==> config.mk <==
export PLATFORM = sky130hd
export DESIGN_NAME = uart_rx_flat
export DESIGN_NICKNAME = d
export VERILOG_FILES = /design/src/rtl/uart_rx_if.sv /design/src/rtl/uart_rx.sv /design/src/flat_wrapper.sv
export SDC_FILE = /design/constraint.sdc
export NUM_CORES = 1
export LEC_CHECK = 0
export ABC_AREA = 0
export CELL_PAD_IN_SITES_DETAIL_PLACEMENT = 0
export CELL_PAD_IN_SITES_GLOBAL_PLACEMENT = 1
export CORE_MARGIN = 2
export CORE_UTILIZATION = 40
export CTS_CLUSTER_SIZE = 25
export DETAILED_ROUTE_END_ITERATION = 16
export MAX_ROUTING_LAYER = met4
export PLACE_DENSITY_LB_ADDON = 0.1
export SYNTH_ARGS = -nofsm -noshare
export SYNTH_HDL_FRONTEND = slang
export SYNTH_SLANG_ARGS = --single-unit
==> constraint.sdc <==
create_clock -name clk -period 4.2 [get_ports clk]
set_clock_uncertainty 0.2 [all_clocks]
set_input_delay 1.26 -clock clk [delete_from_list [all_inputs] [get_ports clk]]
set_output_delay 1.26 -clock clk [all_outputs]
set_load 0.02 [all_outputs]
==> src/rtl/uart_rx_if.sv <==
// Parallel side of the UART receiver: serial line, frame config in, recovered word and status out.
interface uart_rx_if #(
  parameter int unsigned DWIDTH = 8
);
  logic              rx_in;
  logic              parity_en;
  logic              parity_type;
  logic [DWIDTH-1:0] p_data;
  logic              data_valid;
  logic              parity_err;
  logic              stop_err;
  logic              busy;

  modport master (
    output rx_in, parity_en, parity_type,
    input  p_data, data_valid, parity_err, stop_err, busy
  );

  modport slave (
    input  rx_in, parity_en, parity_type,
    output p_data, data_valid, parity_err, stop_err, busy
  );
endinterface

==> src/rtl/uart_rx.sv <==
// Oversampling UART receiver: start-edge detection with glitch rejection, 3-sample majority
// voting per bit, optional even/odd parity check and stop-bit check with one-cycle status pulses.
module uart_rx #(
  parameter int unsigned DWIDTH     = 8,
  parameter int unsigned OVERSAMPLE = 8
) (
  input logic         clk,
  input logic         rst,
  uart_rx_if.slave    bus
);

  localparam int unsigned CntW = $clog2(OVERSAMPLE);
  localparam int unsigned BitW = (DWIDTH > 1) ? $clog2(DWIDTH) : 1;

  localparam logic [CntW-1:0] CntLast  = CntW'(OVERSAMPLE - 1);
  localparam logic [CntW-1:0] CntSamp0 = CntW'(OVERSAMPLE / 2 - 1);
  localparam logic [CntW-1:0] CntSamp1 = CntW'(OVERSAMPLE / 2);
  localparam logic [CntW-1:0] CntVote  = CntW'(OVERSAMPLE / 2 + 1);
  localparam logic [BitW-1:0] BitLast  = BitW'(DWIDTH - 1);

  typedef enum logic [2:0] {StIdle, StStart, StData, StParity, StStop} state_e;

  state_e            state_q, state_d;
  logic [1:0]        sync_q, sync_d;
  logic              rx_p_q, rx_p_d;
  logic [CntW-1:0]   edge_cnt_q, edge_cnt_d;
  logic [BitW-1:0]   bit_cnt_q, bit_cnt_d;
  logic [1:0]        samp_q, samp_d;
  logic [DWIDTH-1:0] shift_q, shift_d;
  logic              par_en_q, par_en_d;
  logic              par_type_q, par_type_d;
  logic              par_bad_q, par_bad_d;
  logic [DWIDTH-1:0] p_data_q, p_data_d;
  logic              data_valid_q, data_valid_d;
  logic              parity_err_q, parity_err_d;
  logic              stop_err_q, stop_err_d;
  logic              busy_q, busy_d;

  logic rx_s;
  logic maj;
  logic is_last;
  logic is_vote;

  assign rx_s    = sync_q[1];
  // Third vote is the live sample, so the bit resolves on the cycle it is taken.
  assign maj     = (samp_q[0] & samp_q[1]) | (samp_q[0] & rx_s) | (samp_q[1] & rx_s);
  assign is_last = (edge_cnt_q == CntLast);
  assign is_vote = (edge_cnt_q == CntVote);

  always_comb begin
    state_d      = state_q;
    sync_d       = {sync_q[0], bus.rx_in};
    rx_p_d       = rx_s;
    edge_cnt_d   = edge_cnt_q;
    bit_cnt_d    = bit_cnt_q;
    samp_d       = samp_q;
    shift_d      = shift_q;
    par_en_d     = par_en_q;
    par_type_d   = par_type_q;
    par_bad_d    = par_bad_q;
    p_data_d     = p_data_q;
    data_valid_d = 1'b0;
    parity_err_d = 1'b0;
    stop_err_d   = 1'b0;

    if (state_q != StIdle) begin
      edge_cnt_d = is_last ? '0 : edge_cnt_q + CntW'(1);
      if (edge_cnt_q == CntSamp0) samp_d[0] = rx_s;
      if (edge_cnt_q == CntSamp1) samp_d[1] = rx_s;
    end

    unique case (state_q)
      StIdle: begin
        if (rx_p_q && !rx_s) begin
          state_d    = StStart;
          edge_cnt_d = '0;
          bit_cnt_d  = '0;
          par_en_d   = bus.parity_en;
          par_type_d = bus.parity_type;
          par_bad_d  = 1'b0;
        end
      end
      StStart: begin
        if (is_vote && maj) begin
          state_d    = StIdle;
          edge_cnt_d = '0;
        end else if (is_last) begin
          state_d = StData;
        end
      end
      StData: begin
        if (is_vote) shift_d = {maj, shift_q[DWIDTH-1:1]};
        if (is_last) begin
          if (bit_cnt_q == BitLast) begin
            bit_cnt_d = '0;
            state_d   = par_en_q ? StParity : StStop;
          end else begin
            bit_cnt_d = bit_cnt_q + BitW'(1);
          end
        end
      end
      StParity: begin
        if (is_vote) par_bad_d = (maj != (^shift_q ^ par_type_q));
        if (is_last) state_d = StStop;
      end
      StStop: begin
        // Leave at the last sample so a back-to-back start edge is never missed.
        if (is_vote) begin
          state_d      = StIdle;
          edge_cnt_d   = '0;
          parity_err_d = par_bad_q;
          stop_err_d   = !maj;
          if (maj && !par_bad_q) begin
            data_valid_d = 1'b1;
            p_data_d     = shift_q;
          end
        end
      end
      default: state_d = StIdle;
    endcase

    busy_d = (state_d != StIdle);
  end

  always_ff @(posedge clk or posedge rst) begin
    if (rst) begin
      state_q      <= StIdle;
      sync_q       <= 2'b11;
      rx_p_q       <= 1'b1;
      edge_cnt_q   <= '0;
      bit_cnt_q    <= '0;
      samp_q       <= '0;
      shift_q      <= '0;
      par_en_q     <= 1'b0;
      par_type_q   <= 1'b0;
      par_bad_q    <= 1'b0;
      p_data_q     <= '0;
      data_valid_q <= 1'b0;
      parity_err_q <= 1'b0;
      stop_err_q   <= 1'b0;
      busy_q       <= 1'b0;
    end else begin
      state_q      <= state_d;
      sync_q       <= sync_d;
      rx_p_q       <= rx_p_d;
      edge_cnt_q   <= edge_cnt_d;
      bit_cnt_q    <= bit_cnt_d;
      samp_q       <= samp_d;
      shift_q      <= shift_d;
      par_en_q     <= par_en_d;
      par_type_q   <= par_type_d;
      par_bad_q    <= par_bad_d;
      p_data_q     <= p_data_d;
      data_valid_q <= data_valid_d;
      parity_err_q <= parity_err_d;
      stop_err_q   <= stop_err_d;
      busy_q       <= busy_d;
    end
  end

  assign bus.p_data     = p_data_q;
  assign bus.data_valid = data_valid_q;
  assign bus.parity_err = parity_err_q;
  assign bus.stop_err   = stop_err_q;
  assign bus.busy       = busy_q;

endmodule
==> src/flat_wrapper.sv <==
// flat-port wrapper written by rule: the top's interface ports become plain ports
module uart_rx_flat 
#(
  parameter int unsigned DWIDTH     = 8,
  parameter int unsigned OVERSAMPLE = 8
)
  (clk, rst, bus_rx_in, bus_parity_en, bus_parity_type, bus_p_data, bus_data_valid, bus_parity_err, bus_stop_err, bus_busy);
  uart_rx_if #(.DWIDTH(DWIDTH)) bus_i ();
  input logic clk;
  input logic rst;
  input wire logic [$bits(bus_i.rx_in)-1:0] bus_rx_in;
  input wire logic [$bits(bus_i.parity_en)-1:0] bus_parity_en;
  input wire logic [$bits(bus_i.parity_type)-1:0] bus_parity_type;
  output wire logic [$bits(bus_i.p_data)-1:0] bus_p_data;
  output wire logic [$bits(bus_i.data_valid)-1:0] bus_data_valid;
  output wire logic [$bits(bus_i.parity_err)-1:0] bus_parity_err;
  output wire logic [$bits(bus_i.stop_err)-1:0] bus_stop_err;
  output wire logic [$bits(bus_i.busy)-1:0] bus_busy;
  assign bus_i.rx_in = bus_rx_in;
  assign bus_i.parity_en = bus_parity_en;
  assign bus_i.parity_type = bus_parity_type;
  assign bus_p_data = bus_i.p_data;
  assign bus_data_valid = bus_i.data_valid;
  assign bus_parity_err = bus_i.parity_err;
  assign bus_stop_err = bus_i.stop_err;
  assign bus_busy = bus_i.busy;
  uart_rx #(.DWIDTH(DWIDTH), .OVERSAMPLE(OVERSAMPLE)) u_core (.clk(clk), .rst(rst), .bus(bus_i));
endmodule
* Yosys cells after proc, flatten, opt, wreduce, memory -nomap -nowiden
Cells that the tools add are included.
** Storage, ports and cells
- Word-level logic and storage cells :: 85
- Bits of input ports :: 5
- Flip-flop bits (word level) :: 37
** Operators by class
- Add/subtract/negate cells :: 2
- Bitwise operators :: 6
- Reduce and logical (&&, ||, !) cells :: 19
- Equal/unequal tests :: 13
- Multiplexer cells :: 29
** Operators with widths (count)
- $mux W3 :: 16
- $eq A3 B3 Y1 const B :: 5
- $pmux W3 S5 :: 1
- $eq A3 B2 Y1 const B :: 3
- $mux W1 :: 9
- $pmux W3 S3 :: 1
- $reduce_and A3 Y1 :: 3
- $reduce_and A2 Y1 :: 4
- $reduce_xor A8 Y1 :: 1
- $add A3 B1 Y3 const B :: 2
- $ne A2 B1 Y1 const B :: 3
- $pmux W3 S2 :: 1
- $reduce_bool A3 Y1 :: 2
- $reduce_bool A2 Y1 :: 2
- $and A1 B1 Y1 :: 3
- $eq A3 B1 Y1 const B :: 1
- $logic_and A1 B1 Y1 :: 3
- $logic_not A1 Y1 :: 3
- $logic_not A3 Y1 :: 1
- $or A1 B1 Y1 :: 2
- $pmux W1 S2 :: 1
- $ne A1 B1 Y1 :: 1
- $xor A1 B1 Y1 :: 1

* Longest topological paths before layout
Gate-level depths: netlist (run 1).
- Depth after elaboration :: 7
- Mapped depth :: 7

* Least setup slack after synthesis (run 1)
Ideal clock, no wire load.
- Path type :: flip-flop to flip-flop
- Start :: register u_core.edge_cnt_q[1]
- End :: register u_core.p_data_q[0] (netlist: u_core.bus.p_data[0])
- Arrival time :: 1.887 ns
- Path buffers :: 1
- Slack :: 1.988 ns
- Cell stages (with the launch flop) :: 8
- Data required time :: 3.875 ns
- Clock period less this slack :: 2.212 ns
- Path through :: dfrtp_1 inv_1 ha_1 nand2_2 or4b_4 nor3b_2 buf_6 mux2_4
** On the way
- Word-level cells in the longest chain between the ends :: 2
** Ends and longest elaborated chain
- start: declaration :: RTL line uart_rx.sv:26 : logic [CntW-1:0] edge_cnt_q, edge_cnt_d;
- start signal: assignment :: RTL line uart_rx.sv:146 : edge_cnt_q <= edge_cnt_d;
- $eq A3 B3 Y1 :: RTL line uart_rx.sv:48 : assign is_vote = (edge_cnt_q == CntVote);
- $reduce_and A3 Y1 (no line)
- end signal: assignment :: RTL line uart_rx.sv:153 : p_data_q <= p_data_d;
- end: declaration :: RTL line uart_rx.sv:33 : logic [DWIDTH-1:0] p_data_q, p_data_d;
Every way passes these cells.
A chain may end at the register's enable or synchronous reset.

* Worst setup path after layout (run 1)
- Start :: register u_core.edge_cnt_q[1]
- End :: register u_core.p_data_q[3] (netlist: u_core.bus.p_data[3])
The elaborated chain is that of the path after synthesis.

==> results of run 1 <==
## power groups by stage
stage	clock [W]	sequential, W	combinational [W]
2_1_floorplan	0	0.000432	0.000148
3_3_place_gp	0	0.000447	0.000178
3_5_place_dp	0	0.000450	0.000181
4_1_cts	0.000326	0.000442	0.000183
5_1_grt	0.000338	0.000451	0.000205
6_report	0.000311	0.000442	0.000177
## routing by layer
layer | GRT usage | vias to the layer above
met5 | - | -
met4 | 0.04575 | 0
met3 | 0.04386 | 5
met2 | 0.2051 | 14
met1 | 0.1552 | 502
li1 | - | 506
## synth_stat cells (all sizes together), types with 2 or more instances
library cell	number	share of area
nand3b	3	0.013
ha	7	0.052
nand3	4	0.012
dfrtp	34	0.50
xor2	2	0.010
dfstp	3	0.047
clkbuf	3	0.0067
o21ai	7	0.021
nor2	7	0.016
inv	7	0.016
nand2	13	0.030
xnor2	7	0.036
or3	2	0.0074
mux2	18	0.14
a21oi	4	0.012
o31ai	2	0.0089
## cells by family after synthesis
kind of cell | after synthesis | synth area share
flip-flops | 37 | 0.5492
AO/OA/AOI/OAI | 18 | 0.06726
buffers and inverters | 11 | 0.02883
AND/OR/NAND/NOR | 35 | 0.1131
XOR/XNOR | 9 | 0.04657
adder cells (fa/ha/maj) | 8 | 0.05765
multiplexers | 18 | 0.1375
## worst paths after layout
| check | cells after the start | slack, ns | endpoint | startpoint |
|---|---|---|---|---|
| max | 6 | 1.46 | u_core.bus.p_data[3] | u_core.edge_cnt_q[1] |
| min | 0 | 0.15 | u_core.sync_q[1] | u_core.sync_q[0] |
| max reg2reg | 6 | 1.46 | u_core.bus.p_data[3] | u_core.edge_cnt_q[1] |
| min reg2reg | 0 | 0.15 | u_core.sync_q[1] | u_core.sync_q[0] |
| max in group asynchronous | 3 | 2.27 | u_core.rx_p_q | rst |
| min in group asynchronous | 3 | 1.17 | u_core.shift_q[7] | rst |
## state kept, by name (all words and copies together) (netlist names), 2 cells and up
name / count
u_core.samp_q: 2
u_core.state_q: 3
u_core.shift_q: 8
u_core.edge_cnt_q: 3
u_core.sync_q: 2
u_core.bus.p_data: 8
u_core.bit_cnt_q: 3
## cell type report
class | instances | area share
Sequential cell | 37 | 0.4609
Multi-Input combinational cell | 88 | 0.3542
Timing Repair Buffer | 17 | 0.08313
Clock buffer | 7 | 0.04280
Tap cell | 50 | 0.03102
Clock inverter | 1 | 0.01489
Inverter | 7 | 0.01303
## metrics by stage
step                hold WS, ns  instance area, um^2
finish                   0.1532                 2017
global route             0.1654                 2017
CTS                      0.1595                 2017
detailed placement       0.1542                 1901
global placement         0.1478                 1901
floorplan                0.1452                 1693
## worst max-delay path, delay by kind of cell (launching register included)
kind          cells  cell delay, ns
flops             1            0.39
simple gates      3            1.40
fa+ha+maj         1            0.19
buf+inv           1            0.08
mux               1            0.35
==> metrics, run 1 <==
Final Util 0.5006; worst min path class reg2reg; Power Internal 0.0006772 W; commonest non-fill, non-tap cell in the layout dfrtp_1; MaxCap Viol Count 0; DP Wirelength 1.959 mm; gr ovfl total 0; WL met3 91 um; # setup viols final 0; Slowest cell on crit path nor3b_2; Max Freq 364.7 MHz; Die Area 4769 um^2; setup bufs post-CTS 0; layout cells sized above 1 0.2229; RSZ-0062 raised after global routing no; Post-synth ARST share 1.000; PnR worst setup slack 1.458 ns; crit-path cells inv_1, ha_1, nand2_2, or4b_4, nor3b_2, mux2_4; synth warn 0; critical path peak fanout 9; hold buffers post-CTS 0; Critical Path RT 4.17 ns; DRT iter0 DRCs 50; Setup CP Type reg2reg; wire per inst 13.00 um; critical path arrival 2.71 ns; sequential cell area 929.6 um^2; Mapped Nets 148; Antenna Diode Count 0; Netlist Area Pre-Place 1693 um^2; CTS max path bufs 2; final wirelength 2.691 mm; LEAKAGE 0.9158 nW; Final Slew Violations 0; Die Height 69.06 um; Final min period 2.742 ns; sequential area share after synthesis 0.5492; Final ANT Viol Nets 0; P_sw 0.0002525 W; first-pass GRT wire length 4.781 mm; CTS H-tree lvls 2; pwr dens 461.0 nW/um^2; metal2 WL 1.314 mm; Total GRT Usage 0.1298; TritonCTS clock tree built; Post-CTS Resized 0; Post-synth EDFFs 0; DR pass1 iterations 4; Core Rows 23; placed cells 199; status complete, no violations; Largest stage delay, worst path 0.77 ns; Initial Util 0.4202; most frequent cells in the layout dfrtp_1 (34), clkdlybuf4s50_1 (16), nand2_1 (12); Finished Layout Cells 207; top sig layer met4; Clock power frac 0.335; max_slew headroom 0.3889; pre-CTS WS 1.451 ns; vias per std cell 4.961; kind of end point of the critical path register; Least-Margin Pin Slew 0.9127 ns; TNS Setup 0 ns; Total Power 0.0009298 W; area of the multi-input gates 714.4 um^2; crit share post-route 0.6529; Cells after Synth 136; io pins 17; Synth Register Bits 37; maximum vdd drop 0.2270 mV; Layout Area Growth over Synthesis 19.14%; root buffer cell clkbuf_8; DR DRC count 0; routability congestion estimate 0.7346; PortBufs 16; initial antenna violation count 0; syn avg cell area 12.45 um^2; Synth Flop Type dfrtp_1; DR vias 1027; Unique masters post-synth 31; Die Width 69.06 um; clk slew on worst S/H paths 0.07 ns; M1 wire length 1.241 mm; Core Area 4029 um^2; Fin. Hold Viols 0; largest net degree at the start of global routing 38; Setup crit start kind register; TritonCTS Sinks 37; vias in the first global route 1043; Final #Nets 168; switching part of the total power 0.2716; CTS Buf Count 5; later-pin clock latency in the skew report 0.28 ns; Seq pwr share 0.475; Logic pwr share 0.190; number of fill cells 358
Power figures use the tool's default switching activity.
==> inputs of run 2 (changes only) <==
- clock period: 4.2 -> 2.5 ns (I/O delays scaled with it)
==> run 2 against run 1 <==
  * Design area up 1.4%
  * Largest power group unchanged
  * Power up 69%
  * Sequential power up 68%
==> metrics, run 2 (synthesized netlist as in run 1, its figures left out) <==
CTS max path bufs 2 (unchanged); clk slew on worst S/H paths 0.07 ns (about the same); Fin Hold WS 0.1608 ns (was 0.1532 ns); Least-Margin Pin Slew 0.4595 ns (was 0.9127 ns); later-pin clock latency in the skew report 0.28 ns (about the same); MaxCap Viol Count 0 (unchanged); sequential cell area 929.6 um^2 (unchanged); hold buffers post-CTS 0 (unchanged); root buffer cell clkbuf_8 (unchanged); worst min path class reg2reg (unchanged); pwr dens 766.5 nW/um^2 (was 461.0 nW/um^2); Top Family by Delay on Critical Path simple AND/OR/NAND/NOR gates (unchanged); DR DRC count 0 (unchanged); DRT iter0 DRCs 64 (was 50); final wirelength 2.769 mm (was 2.691 mm); setup bufs post-CTS 0 (unchanged); # setup viols final 0 (unchanged); Critical Path RT 2.47 ns (was 4.17 ns); crit-path cells inv_1, ha_1, nand2_2, or4b_4, nor3b_2, buf_4, mux2_4 (was inv_1, ha_1, nand2_2, or4b_4, nor3b_2, mux2_4); Die Area 4769 um^2 (unchanged); crit share post-route 0.9383 (was 0.6529); first-pass GRT wire length 5.009 mm (was 4.781 mm); commonest non-fill, non-tap cell in the layout dfrtp_1 (unchanged); TritonCTS Sinks 37 (unchanged); Layout Area Growth over Synthesis 20.77% (was 19.14%); vias per std cell 4.885 (was 4.961); Largest stage delay, worst path 0.54 ns (was 0.77 ns); area of the multi-input gates 714.4 um^2 (unchanged); Core Rows 23 (unchanged); layout cells sized above 1 0.2327 (was 0.2229); PortBufs 16 (unchanged); wire per inst 13.25 um (was 13.00 um); max_slew headroom 0.6933 (was 0.3889); Max Freq 426.3 MHz (was 364.7 MHz); Final ANT Viol Nets 0 (unchanged); status complete, no violations (unchanged); maximum vdd drop 0.3423 mV (was 0.2270 mV); RSZ-0062 raised after global routing no (unchanged); CP bufs+invs 2 (was 1); LEAKAGE 0.9313 nW (was 0.9158 nW); io pins 17 (unchanged); Setup CP Type reg2reg (unchanged); CTS H-tree lvls 2 (unchanged); DR pass1 iterations 4 (unchanged); Final Slew Violations 0 (unchanged); TritonCTS clock tree built (unchanged); Die Height 69.06 um (unchanged); number of fill cells 390 (was 358); DP Wirelength 2.095 mm (was 1.959 mm); CTS Buf Count 5 (unchanged); Core Area 4029 um^2 (unchanged); critical path peak fanout 9 (unchanged); Final min period 2.346 ns (was 2.742 ns); initial antenna violation count 0 (unchanged); routability congestion estimate 0.7225 (was 0.7346); Die Width 69.06 um (unchanged); gr ovfl total 0 (unchanged); Post-CTS Resized 0 (unchanged); Final #Nets 170 (was 168); vias in the first global route 1078 (was 1043); Fin. Hold Viols 0 (unchanged); Initial Util 0.4202 (unchanged); most frequent cells in the layout dfrtp_1 (34), clkdlybuf4s50_1 (16), nand2_1 (12) (unchanged); Antenna Diode Count 0 (unchanged); Slowest cell on crit path or4b_4 (was nor3b_2); TNS Setup 0 ns (unchanged); DR vias 1021 (was 1027); Total GRT Usage 0.1370 (was 0.1298); Setup crit start kind register (unchanged); largest net degree at the start of global routing 28 (was 38); critical path arrival 2.31 ns (was 2.71 ns); kind of end point of the critical path register (unchanged)
[run 2: changes by cell type in the layout (fill, tap and decap cells not counted)]
cell    change
buf_12      +1
buf_4       +1
[run 2: per-stage QoR]
step	instances	cell area, um^2	utilization	total power (W)	setup slack, ns
2_1_floorplan	136	1693	-	0.0009751	0.2882
3_3_place_gp	201	1928	0.4786	0.001052	0.2029
3_5_place_dp	201	1928	0.4786	0.001064	0.1478
4_1_cts	209	2044	0.5075	0.001595	0.1350
5_1_grt	209	2044	0.5075	0.001678	0.04878
6_report	209	2044	0.5075	0.001567	0.1541
[run 2: path summary, 6_finish.rpt]
kind	startpoint	end	slack, ns	depth (start not counted)
max	u_core.edge_cnt_q[1]	u_core.bus.p_data[4]	0.15	7
min	u_core.sync_q[0]	u_core.sync_q[1]	0.16	0
max reg2reg	u_core.edge_cnt_q[1]	u_core.bus.p_data[4]	0.15	7
min reg2reg	u_core.sync_q[0]	u_core.sync_q[1]	0.16	0
max in group asynchronous	rst	u_core.shift_q[3]	1.03	3
min in group asynchronous	rst	u_core.edge_cnt_q[1]	0.58	2
[run 2: power by group]
| group | switching, W | internal, W |
|---|---|---|
| clock network | 0.000197 | 0.000325 |
| logic | 0.000157 | 0.000145 |
| registers | 0.0000731 | 0.000670 |
| total | 0.000427 | 0.00114 |
[run 2: cell type report]
type | instances | share of cell area
Sequential cell | 37 | 0.4547
Multi-Input combinational cell | 88 | 0.3494
Tap cell | 50 | 0.03060
Inverter | 7 | 0.01285
Timing Repair Buffer | 19 | 0.09547
Clock buffer | 7 | 0.04223
Clock inverter | 1 | 0.01469
[run 2: layer usage]
| metal | wire, um | global-route usage | part of all wire |
|---|---|---|---|
| met1 | 1292 | 0.1660 | 0.47 |
| met2 | 1348 | 0.2169 | 0.49 |
| met3 | 77 | 0.03070 | 0.028 |
| met4 | 51 | 0.06536 | 0.018 |
| met5 | 0 | - | 0 |
